### config.mk
export PLATFORM = sky130hd
export DESIGN_NAME = vedic_mul_arbiter
export DESIGN_NICKNAME = d
export VERILOG_FILES = /design/src/rtl/vedic_pkg.sv /design/src/rtl/rr_arbiter.sv /design/src/rtl/vedic_8x8.sv /design/src/rtl/vedic_mul_arbiter.sv
export SDC_FILE = /design/constraint.sdc
export NUM_CORES = 1
export LEC_CHECK = 0
export CAP_MARGIN = 5
export CORE_UTILIZATION = 54
export DETAILED_ROUTE_END_ITERATION = 12
export PLACE_DENSITY = 0.89
export SLEW_MARGIN = 5
export SYNTH_ARGS = -nofsm -noshare
export SYNTH_HDL_FRONTEND = slang
export SYNTH_HIERARCHICAL = 1
export SYNTH_SLANG_ARGS = --single-unit
### constraint.sdc
create_clock -name clk -period 8.2 [get_ports clk]
set_input_delay 1.23 -clock clk [delete_from_list [all_inputs] [get_ports clk]]
set_output_delay 1.23 -clock clk [all_outputs]
set_load 0.02 [all_outputs]
### src/rtl/vedic_pkg.sv
`default_nettype none
// ============================================================================
// Module      : vedic_pkg
// Description : Shared widths, FSM state type and round-robin search helper
//               for the shared vedic multiplier arbiter.
// Revision    : 1.0 - initial release
// ============================================================================
package vedic_pkg;

    localparam int OP_W     = 8;
    localparam int PROD_W   = 16;
    localparam int MAX_REQ  = 8;
    localparam int MAX_ID_W = 3;

    // Output slot occupancy
    typedef enum logic [0:0] {
        IDLE = 1'b0,
        FULL = 1'b1
    } state_t;

    // One-hot round-robin pick: first set bit of valid at or after last+1,
    // wrapping within the first num positions.
    function automatic logic [MAX_REQ-1:0] rr_next(
        input logic [MAX_REQ-1:0]  valid,
        input logic [MAX_ID_W-1:0] last,
        input int                  num
    );
        logic [MAX_REQ-1:0] gnt;
        logic               found;
        int                 idx;
        gnt   = '0;
        found = 1'b0;
        for (int k = 1; k <= MAX_REQ; k++) begin
            if ((k <= num) && !found) begin
                idx = int'(last) + k;
                if (idx >= num) begin
                    idx = idx - num;
                end
                if (valid[idx[MAX_ID_W-1:0]]) begin
                    gnt[idx[MAX_ID_W-1:0]] = 1'b1;
                    found                  = 1'b1;
                end
            end
        end
        return gnt;
    endfunction

endpackage
`default_nettype wire

### src/rtl/rr_arbiter.sv
`default_nettype none
// ============================================================================
// Module      : rr_arbiter
// Description : Combinational round-robin arbiter. Searches req starting one
//               past last_gnt and returns one-hot and encoded grant.
// Revision    : 1.0 - initial release
// ============================================================================
module rr_arbiter
    import vedic_pkg::*;
#(
    parameter int NUM_REQ = 4,
    parameter int ID_W    = $clog2(NUM_REQ)
) (
    input  logic [NUM_REQ-1:0] req,
    input  logic               enable,
    input  logic [ID_W-1:0]    last_gnt,
    output logic [NUM_REQ-1:0] gnt,
    output logic [ID_W-1:0]    gnt_id
);

    logic [MAX_REQ-1:0]  w_req_ext;
    logic [MAX_ID_W-1:0] w_last_ext;
    logic [MAX_REQ-1:0]  w_onehot;
    logic                w_unused_hi;

    // Widen to the package search width and pick the next requester
    always_comb begin
        w_req_ext                = '0;
        w_req_ext[NUM_REQ-1:0]   = req;
        w_last_ext               = '0;
        w_last_ext[ID_W-1:0]     = last_gnt;
        w_onehot                 = rr_next(w_req_ext, w_last_ext, NUM_REQ);
    end

    // Bits above NUM_REQ are always zero from the search
    assign w_unused_hi = ^w_onehot;

    // Gate grant with enable and encode the winning index
    always_comb begin
        gnt    = enable ? w_onehot[NUM_REQ-1:0] : '0;
        gnt_id = '0;
        for (int i = 0; i < NUM_REQ; i++) begin
            if (gnt[i]) begin
                gnt_id = ID_W'(i);
            end
        end
    end

endmodule
`default_nettype wire

### src/rtl/vedic_8x8.sv
`default_nettype none
// ============================================================================
// Module      : vedic_8x8
// Description : Unsigned 8x8 multiplier built hierarchically from 2x2 Urdhva
//               Tiryagbhyam cells (2x2 -> 4x4 -> 8x8), purely combinational.
// Revision    : 1.0 - initial release
// ============================================================================
module vedic_8x8 (
    input  logic [7:0]  a,
    input  logic [7:0]  b,
    output logic [15:0] p
);

    // 2x2 cell: vertical and crosswise partial products with half adders
    function automatic logic [3:0] mul2(input logic [1:0] x, input logic [1:0] y);
        logic c1;
        logic t;
        mul2[0] = x[0] & y[0];
        mul2[1] = (x[1] & y[0]) ^ (x[0] & y[1]);
        c1      = (x[1] & y[0]) & (x[0] & y[1]);
        t       = x[1] & y[1];
        mul2[2] = t ^ c1;
        mul2[3] = t & c1;
    endfunction

    // 4x4 from four 2x2 cells; outer products never overlap so they concatenate
    function automatic logic [7:0] mul4(input logic [3:0] x, input logic [3:0] y);
        logic [3:0] r0, r1, r2, r3;
        logic [7:0] mid;
        r0   = mul2(x[1:0], y[1:0]);
        r1   = mul2(x[3:2], y[1:0]);
        r2   = mul2(x[1:0], y[3:2]);
        r3   = mul2(x[3:2], y[3:2]);
        mid  = {4'b0, r1} + {4'b0, r2};
        mul4 = {r3, r0} + (mid << 2);
    endfunction

    logic [7:0]  w_q0;
    logic [7:0]  w_q1;
    logic [7:0]  w_q2;
    logic [7:0]  w_q3;
    logic [15:0] w_mid;

    assign w_q0  = mul4(a[3:0], b[3:0]);
    assign w_q1  = mul4(a[7:4], b[3:0]);
    assign w_q2  = mul4(a[3:0], b[7:4]);
    assign w_q3  = mul4(a[7:4], b[7:4]);
    assign w_mid = {8'b0, w_q1} + {8'b0, w_q2};
    assign p     = {w_q3, w_q0} + (w_mid << 4);

endmodule
`default_nettype wire

### src/rtl/vedic_mul_arbiter.sv
`default_nettype none
// ============================================================================
// Module      : vedic_mul_arbiter
// Description : Shares one vedic_8x8 multiplier among NUM_REQ requesters via
//               round-robin valid/ready grants; returns the tagged 16-bit
//               product through a registered, back-pressurable response slot.
//               Optional macro VEDIC_ARB_PIPE_EN inserts an operand register
//               stage ahead of the multiplier (latency 2 instead of 1).
// Revision    : 1.0 - initial release
// ============================================================================
module vedic_mul_arbiter
    import vedic_pkg::*;
#(
    parameter int NUM_REQ = 4,
    parameter int ID_W    = $clog2(NUM_REQ)
) (
    input  logic                    clk,
    input  logic                    rst,
    input  logic [NUM_REQ-1:0]      req_valid,
    input  logic [NUM_REQ*OP_W-1:0] req_a,
    input  logic [NUM_REQ*OP_W-1:0] req_b,
    output logic [NUM_REQ-1:0]      req_ready,
    output logic                    rsp_valid,
    output logic [ID_W-1:0]         rsp_id,
    output logic [PROD_W-1:0]       rsp_product,
    input  logic                    rsp_ready
);

    state_t              r_state;
    state_t              w_state_nxt;
    logic [ID_W-1:0]     r_last_gnt;
    logic [ID_W-1:0]     r_rsp_id;
    logic [PROD_W-1:0]   r_rsp_product;

    logic                w_advance;
    logic                w_arb_en;
    logic [NUM_REQ-1:0]  w_gnt;
    logic [ID_W-1:0]     w_gnt_id;
    logic                w_accept;
    logic [OP_W-1:0]     w_op_a;
    logic [OP_W-1:0]     w_op_b;
    logic [OP_W-1:0]     w_mul_a;
    logic [OP_W-1:0]     w_mul_b;
    logic [PROD_W-1:0]   w_prod;
    logic                w_load;
    logic [ID_W-1:0]     w_load_id;

    // Only a full slot that the consumer refuses stalls the datapath
    assign w_advance = (r_state == IDLE) || rsp_ready;
    assign w_arb_en  = w_advance && !rst;

    rr_arbiter #(
        .NUM_REQ (NUM_REQ),
        .ID_W    (ID_W)
    ) u_arb (
        .req      (req_valid),
        .enable   (w_arb_en),
        .last_gnt (r_last_gnt),
        .gnt      (w_gnt),
        .gnt_id   (w_gnt_id)
    );

    assign req_ready = w_gnt;
    assign w_accept  = |w_gnt;

    // AND-OR operand mux on the one-hot grant
    always_comb begin
        w_op_a = '0;
        w_op_b = '0;
        for (int i = 0; i < NUM_REQ; i++) begin
            if (w_gnt[i]) begin
                w_op_a = req_a[i*OP_W +: OP_W];
                w_op_b = req_b[i*OP_W +: OP_W];
            end
        end
    end

`ifdef VEDIC_ARB_PIPE_EN
    logic              r_s0_valid;
    logic [OP_W-1:0]   r_s0_a;
    logic [OP_W-1:0]   r_s0_b;
    logic [ID_W-1:0]   r_s0_id;

    // Operand stage: captures the granted pair, frozen during a stall
    always_ff @(posedge clk) begin
        if (rst) begin
            r_s0_valid <= 1'b0;
            r_s0_a     <= '0;
            r_s0_b     <= '0;
            r_s0_id    <= '0;
        end else if (w_advance) begin
            r_s0_valid <= w_accept;
            r_s0_a     <= w_op_a;
            r_s0_b     <= w_op_b;
            r_s0_id    <= w_gnt_id;
        end
    end

    assign w_mul_a   = r_s0_a;
    assign w_mul_b   = r_s0_b;
    assign w_load    = r_s0_valid;
    assign w_load_id = r_s0_id;
`else
    assign w_mul_a   = w_op_a;
    assign w_mul_b   = w_op_b;
    assign w_load    = w_accept;
    assign w_load_id = w_gnt_id;
`endif

    vedic_8x8 u_mul (
        .a (w_mul_a),
        .b (w_mul_b),
        .p (w_prod)
    );

    // Round-robin pointer moves only when a request is accepted
    always_ff @(posedge clk) begin
        if (rst) begin
            r_last_gnt <= ID_W'(NUM_REQ - 1);
        end else if (w_accept) begin
            r_last_gnt <= w_gnt_id;
        end
    end

    // Slot state register
    always_ff @(posedge clk) begin
        if (rst) begin
            r_state <= IDLE;
        end else begin
            r_state <= w_state_nxt;
        end
    end

    // Slot fills when a product arrives, empties when drained with none behind it
    always_comb begin
        w_state_nxt = r_state;
        if (w_advance) begin
            w_state_nxt = w_load ? FULL : IDLE;
        end
    end

    // Response payload register, held stable while stalled
    always_ff @(posedge clk) begin
        if (rst) begin
            r_rsp_id      <= '0;
            r_rsp_product <= '0;
        end else if (w_advance && w_load) begin
            r_rsp_id      <= w_load_id;
            r_rsp_product <= w_prod;
        end
    end

    assign rsp_valid   = (r_state == FULL);
    assign rsp_id      = r_rsp_id;
    assign rsp_product = r_rsp_product;

endmodule
`default_nettype wire
==> flow_summary.ini <==
[setup_path]
start_kind = input port
crit_family = compound AO/OA/AOI/OAI gates
end_kind = flip-flop
worstPathRequired_ns = 8.39
slowest_delay_ns = 0.58
worst-r2r-cell-count = 33
critical_path_peak_fanout = 19
cpMaxStageDelayCell = mux4_1
critPathKind = input port to flip-flop
timing.rr.start = r_last_gnt[1]
r2r-end = rsp_product[14]
cp_num_buf_inv = 5
r2r_slack_ns = 0.83
crit_path_frequent_cell = ha_1
cp.arrival_ns = 8.05

[worst_hold_path]
hold_path.class = flip-flop to flip-flop
hold_depth = 2
min_from = rsp_product[13]
hold_path_end = rsp_product[13]

[yosys]
syn_area_mm2 = 0.004498
yosysSeqAreaShare_pct = 9.346
async_reset_ff_share_pct = 0
yosys.area.top_type = ha_1
ys_seq_elements = 21
synth.most_common_cell = ha_1
netlist_top_cells_count = ha_1, and2_1, a21oi_1
netlist_instances = 538
synth_cell_types = 62
syn-num-nets = 712
synth-edff-count = 0
synth_ff_type = dfxtp_1
yosys_warnings = 6
synth_top_area_share_pct = 25.87
synth_area_leaders = ha_1, dfxtp_1, and2_1
avgSynthCellArea_um2 = 8.361

[final_layout]
syn_to_final_growth_pct = 32.85
seqCellArea_um2 = 420.4
utilization_pct = 75.76
final_nets = 836
diodes = 0
multi_input_area_mm2 = 0.003956
num-fill-cells = 569
drive_gt1_share_pct = 13.16

[floorplan]
die_area_mm2 = 0.008698
initial_core_util_pct = 57.03
core_mm2 = 0.007888
io_pins = 94
die_h_um = 93.27
placementRows = 32
die_x_um = 93.27

[clock_tree]
cts_hold_buf = 0
clock_tree.root_cell = clkbuf_8
cts_tree = yes
path_clk_slew_ns = 0.07
clockBufferDepth = 2
h-tree-depth = 1
cts_buffers = 3
clock-sinks = 21
clk_latency_ns = 0.26

[job]
cap_viol_max_count = 0

[routing]
wl_per_cell_um = 15.94
route.vias.total = 4383
post_drt_via_cell_ratio = 5.744
wirelength_um = 12160
drc = 0
ant_nets = 0
drt_iter0_markers = 170
dr.pass1.iters = 5

[place]
portBuffers = 93
dpl.hpwl_um = 10130
place_congestion = 0.9827
post-place-ws_ns = -0.2947

[sta]
period_share_pct = 95.79
min_period_ns = 7.854
slew_violations = 0
fin_tns_setup_ns = 0
layout_setup_ws_ns = 0.3456
worstMarginPinSlew_ns = 0.6911
skew_ns = 0.002134
hold_viol_final = 0
fmax_mhz = 127.3
setup_violations = 0
slew_headroom_pct = 53.92

[global_route]
grt_max_degree = 42
grt_first_pass_wirelength_um = 19820
grt_use_met3_pct = 2.358
globalRoute.busiestLayer = met2
grtUsageMet1_pct = 34.01
grt_usage_pct = 27.98
grt_pass1_vias = 4462
antenna_found_initial = 0
met2_usage_pct = 53.19
grt_overflow_total = 0

[power]
finalPower_mw = 2.064
leakagePower_nw = 3.037
powerDensity_mw_per_mm2 = 345.4
ir_drop_mv = 0.1801

[status]
status = complete, no violations
-- kinds of logic after synthesis --
| family | after synthesis | share of synthesized area, % |
|---|---|---|
| AOI/OAI and AO/OA | 157 | 23.73 |
| adders and majority gates | 103 | 30.32 |
| muxes | 6 | 2.170 |
| xor gates and xnor gates | 37 | 7.872 |
| buffers and inverters | 55 | 5.424 |
| DFF | 21 | 9.346 |
| and+or+nand+nor | 159 | 21.14 |
-- layout make-up --
class | instances | area share, %
clock buffer | 4 | 0.7538
inverter | 34 | 2.178
sequential | 21 | 7.035
multi-input combinational | 462 | 66.21
timing repair buffer | 140 | 21.69
tap | 102 | 2.136
-- where the power goes --
group          internal, mW  total [mW]  switching, mW
combinational         0.859        1.84          0.982
clock                0.0346      0.0672         0.0326
sequential            0.134       0.156         0.0216
total                  1.03        2.06           1.04
-- placed cells by master, fill, tap and decap left out, drive strengths merged, types with 2 or more instances in the layout --
cell / instances
a22oi: 2
o211a: 2
fa: 10
xnor2: 31
a21o: 19
and3: 2
a211oi: 2
a21oi: 47
buf: 47
clkdlybuf4s50: 93
a22o: 2
mux4: 2
dfxtp: 21
xor2: 5
nor2b: 23
nand3b: 18
and2: 68
inv: 34
mux2: 4
ha: 93
nand2b: 4
o21a: 3
a221oi: 17
o31ai: 17
clkbuf: 4
a31o: 2
o21bai: 4
nor2: 16
a21boi: 3
o21ai: 28
nand3: 3
a211o: 3
nand2: 20
-- tightest hold or removal path: stages (launching register included) --
cell     delay [ns]
dfxtp_1        0.31
o21ai_0        0.06
a21oi_1        0.07
-- repair_timing --
item	in CTS	in global routing
resized for setup	2	23
endpoints found under the hold margin	0	0
setup endpoints to repair	1	5
gates cloned	0	0
pin swaps	0	4
buffers inserted	0	2
-- registers in the layout (all words and copies together) (netlist names) --
name and flops:
rsp_id 2, rsp_valid 1, rsp_product 16, r_last_gnt 2
-- through the flow --
step | instance area, um^2 | instances | hold slack [ns]
2_1_floorplan | 4498 | 538 | 0.5537
3_3_place_gp | 5791 | 757 | 0.4659
3_5_place_dp | 5791 | 757 | 0.4702
4_1_cts | 5846 | 761 | 0.4906
5_1_grt | 5976 | 763 | 0.5111
6_report | 5976 | 763 | 0.4897
-- per-layer routing --
metal / part of all wire [%] / routed length (um) / vias to the layer above
li1: - / - / 2176
met1: 43 / 5227 / 2043
met2: 51 / 6210 / 143
met3: 4.5 / 552 / 21
met4: 1.4 / 172 / 0
met5: 0 / 0 / -
-- how the worst max path moves through the flow --
stage	start	to	slack, ns	depth (start not counted)
finish	req_valid[1]	rsp_product[14]	0.35	31
floorplan	req_valid[2]	rsp_product[15]	0.30	29
global route	req_valid[3]	rsp_product[15]	-0.04	31
detailed placement	req_valid[3]	rsp_product[15]	-0.29	30
global placement	req_valid[1]	rsp_product[15]	0.09	30
CTS	req_valid[3]	rsp_product[15]	0.005	31
Note: power is estimated with default switching activity, not from simulation.
==> RTL change: new RTL, config.mk and constraints unchanged <==
Add a define of `VEDIC_ARB_PIPE_EN`.
--- a/src/rtl/vedic_mul_arbiter.sv
+++ b/src/rtl/vedic_mul_arbiter.sv
@@ -8,6 +8,8 @@
 //               stage ahead of the multiplier (latency 2 instead of 1).
 // Revision    : 1.0 - initial release
 // ============================================================================
+`define VEDIC_ARB_PIPE_EN
+
 module vedic_mul_arbiter
     import vedic_pkg::*;
 #(
Formal check against the unedited RTL: not equivalent (Yosys sat finds a counterexample within 4 cycles, from zero or initial values and one cycle with rst high).
==> RTL change against the unedited design <==
- global-route usage down 2.6 points
- synthesized area rose by 15%
- worst setup slack improved by 1.5 ns
- register-to-register slack better by 2.3 ns
- cell area up 3.3%
- core utilization is 9.0 points lower
- wire length is 1.1% lower
- sequential cell count rose by 19
- die area is 14% higher
- highest routed layer unchanged
Power is not compared: it rests on default switching activity, and its combinational part moved more than twofold at a synthesized area within 25%.
==> RTL change: results (changes against the unedited design) <==
stage	metric	value	unit	change
outcome	outcome	complete, no violations		
clocking	postCtsResizedCells	0		-2
global_route	grt_max_degree	36		-14%
yosys	synthCells	589		+9.5%
global_route	grt_usage	25.4	%	-2.6 points
yosys	synthFlopType	dfxtp_1		
layout	final_nets	838		+0.24%
worst_setup_path	rr_worst_depth	22		-33%
route	drtIter0Drc	153		-10%
clocking	htree_levels	2		+1
placement	gp_congestion	0.961		-2.2%
worst_setup_path	crit_start	rst		
yosys	synth_seq_area_share	15.5	%	+6.2 points
placement	pre_cts_ws	1.91	ns	+2.20 ns
timing	max_slew_margin	19.0	%	-35 points
clocking	worstSkewPairLatency	0.29	ns	+0.03 ns
clocking	cts_buffers	5		+2
route	wl_per_cell	15.2	um	-4.8%
yosys	synth_fp_nets	763		+7.2%
global_route	grt_pass1_vias	4757		+6.6%
worst_setup_path	critPathMaxStageDelay	1.13	ns	+0.55 ns
worst_setup_path	cp.arrival	5.16	ns	-2.89 ns
worst_setup_path	cp-endpoint	req_ready[1]		
yosys	ys_top_cells_by_area	ha_1 23%, dfxtp_1 16%, and2_1 7.9%		
worst_setup_path	critPathTopFamily	simple AND/OR/NAND/NOR gates		
yosys	postSynth.asyncResetShare	0	%	unchanged
worst_setup_path	timing.rr.end	rsp_product[15]$_SDFFE_PP0P_		
timing	worst_slack	1.81	ns	+1.47 ns
placement	dpl.hpwl	9.66	mm	-4.6%
layout	final_cells	793		+3.9%
worst_setup_path	crit_path_max_fanout	26		+7
layout	num-fill-cells	741		+30%
worst_setup_path	r2r_slack	3.14	ns	+2.31 ns
worst_setup_path	crit_slowest_cell	nor2_1		
timing	clock_skew	0.00506	ns	+0.00292 ns
yosys	synth_cell_type_count	57		-8.1%
global_route	grt_pass1_wl	20.9	mm	+5.4%
placement	placed_cell_area	6090	um2	+5.2%
worst_setup_path	r2r_start	r_s0_a[4]$_SDFFE_PP0P_		
route	firstDrtPassIters	4		-1
layout	drive_above_1_share	3.31	%	-9.8 points
yosys	synth_common_cells	93 x ha_1, 65 x and2_1, 46 x a21oi_1		
## RTL change: cell types whose count changed after synthesis, moves of 15 or more
| cell | delta |
|---|---|
| a21o_1 | +15 |
| nand2b_1 | +16 |
| a221oi_1 | -16 |
| dfxtp_1 | +19 |
| a211o_1 | +16 |
| nand3b_1 | -18 |
| and3b_1 | +15 |
| nand3_1 | +19 |
| a32o_1 | +16 |
## RTL change: logic make-up after synthesis
logic type / synth area share (%)
compound gates: 23.9
xor+xnor: 6.87
fa+ha+maj: 26.5
buf+inv: 5.29
flops: 15.5
mux: 1.92
simple gates: 20.0
## RTL change: worst reg2reg max path: stages (launching register included)
cell	delay, ns
dfxtp_1	0.53
and2_1	0.20
ha_1	0.24
ha_1	0.30
a21o_1	0.19
a21oi_1	0.20
xnor2_1	0.12
ha_1	0.33
inv_1	0.07
nor2_1	0.13
nor2_1	0.07
xnor2_1	0.13
ha_1	0.23
or3_1	0.40
o22ai_1	0.16
xnor2_1	0.15
ha_1	0.29
a21oi_1	0.23
a21boi_0	0.16
o2111ai_1	0.25
xor3_1	0.38
nand3_1	0.09
a21oi_1	0.08
## RTL change: routing by layer
metal	up-vias	share of wire, %	track usage (%)
met5	-	0	0
li1	2272	-	-
met1	2199	43	29.6
met2	102	52	47.6
met4	0	1.7	8.60
met3	23	3.2	3.02
## RTL change: where the power goes
group,switching (mW),total (mW),internal (mW)
combinational,0.412,0.797,0.384
clock,0.0681,0.126,0.0576
sequential,0.117,0.367,0.250
## RTL change: worst min-delay path by stage
stage                                  from                 endpoint  slack (ns)  cells after the start
finish              r_s0_id[0]$_SDFFE_PP0P_  r_s0_id[0]$_SDFFE_PP0P_        0.48                      2
global route        r_s0_id[0]$_SDFFE_PP0P_  r_s0_id[0]$_SDFFE_PP0P_        0.50                      2
CTS                 r_s0_id[0]$_SDFFE_PP0P_  r_s0_id[0]$_SDFFE_PP0P_        0.48                      2
detailed placement  r_s0_id[0]$_SDFFE_PP0P_  r_s0_id[0]$_SDFFE_PP0P_        0.46                      2
global placement    r_s0_id[1]$_SDFFE_PP0P_  r_s0_id[1]$_SDFFE_PP0P_        0.44                      2
floorplan           r_s0_id[1]$_SDFFE_PP0P_  r_s0_id[1]$_SDFFE_PP0P_        0.43                      2
## RTL change: area by class of cell
| type | instances | area [um2] | area share, % |
|---|---|---|---|
| multi-input cells | 492 | 4080 | 66.1 |
| repair buffers | 93 | 931 | 15.1 |
| flip-flops and latches | 40 | 801 | 13.0 |
| well taps | 129 | 161 | 2.62 |
| inverters | 32 | 120 | 1.95 |
| clock buffers | 5 | 68.8 | 1.11 |
| clock inverters | 2 | 12.5 | 0.203 |
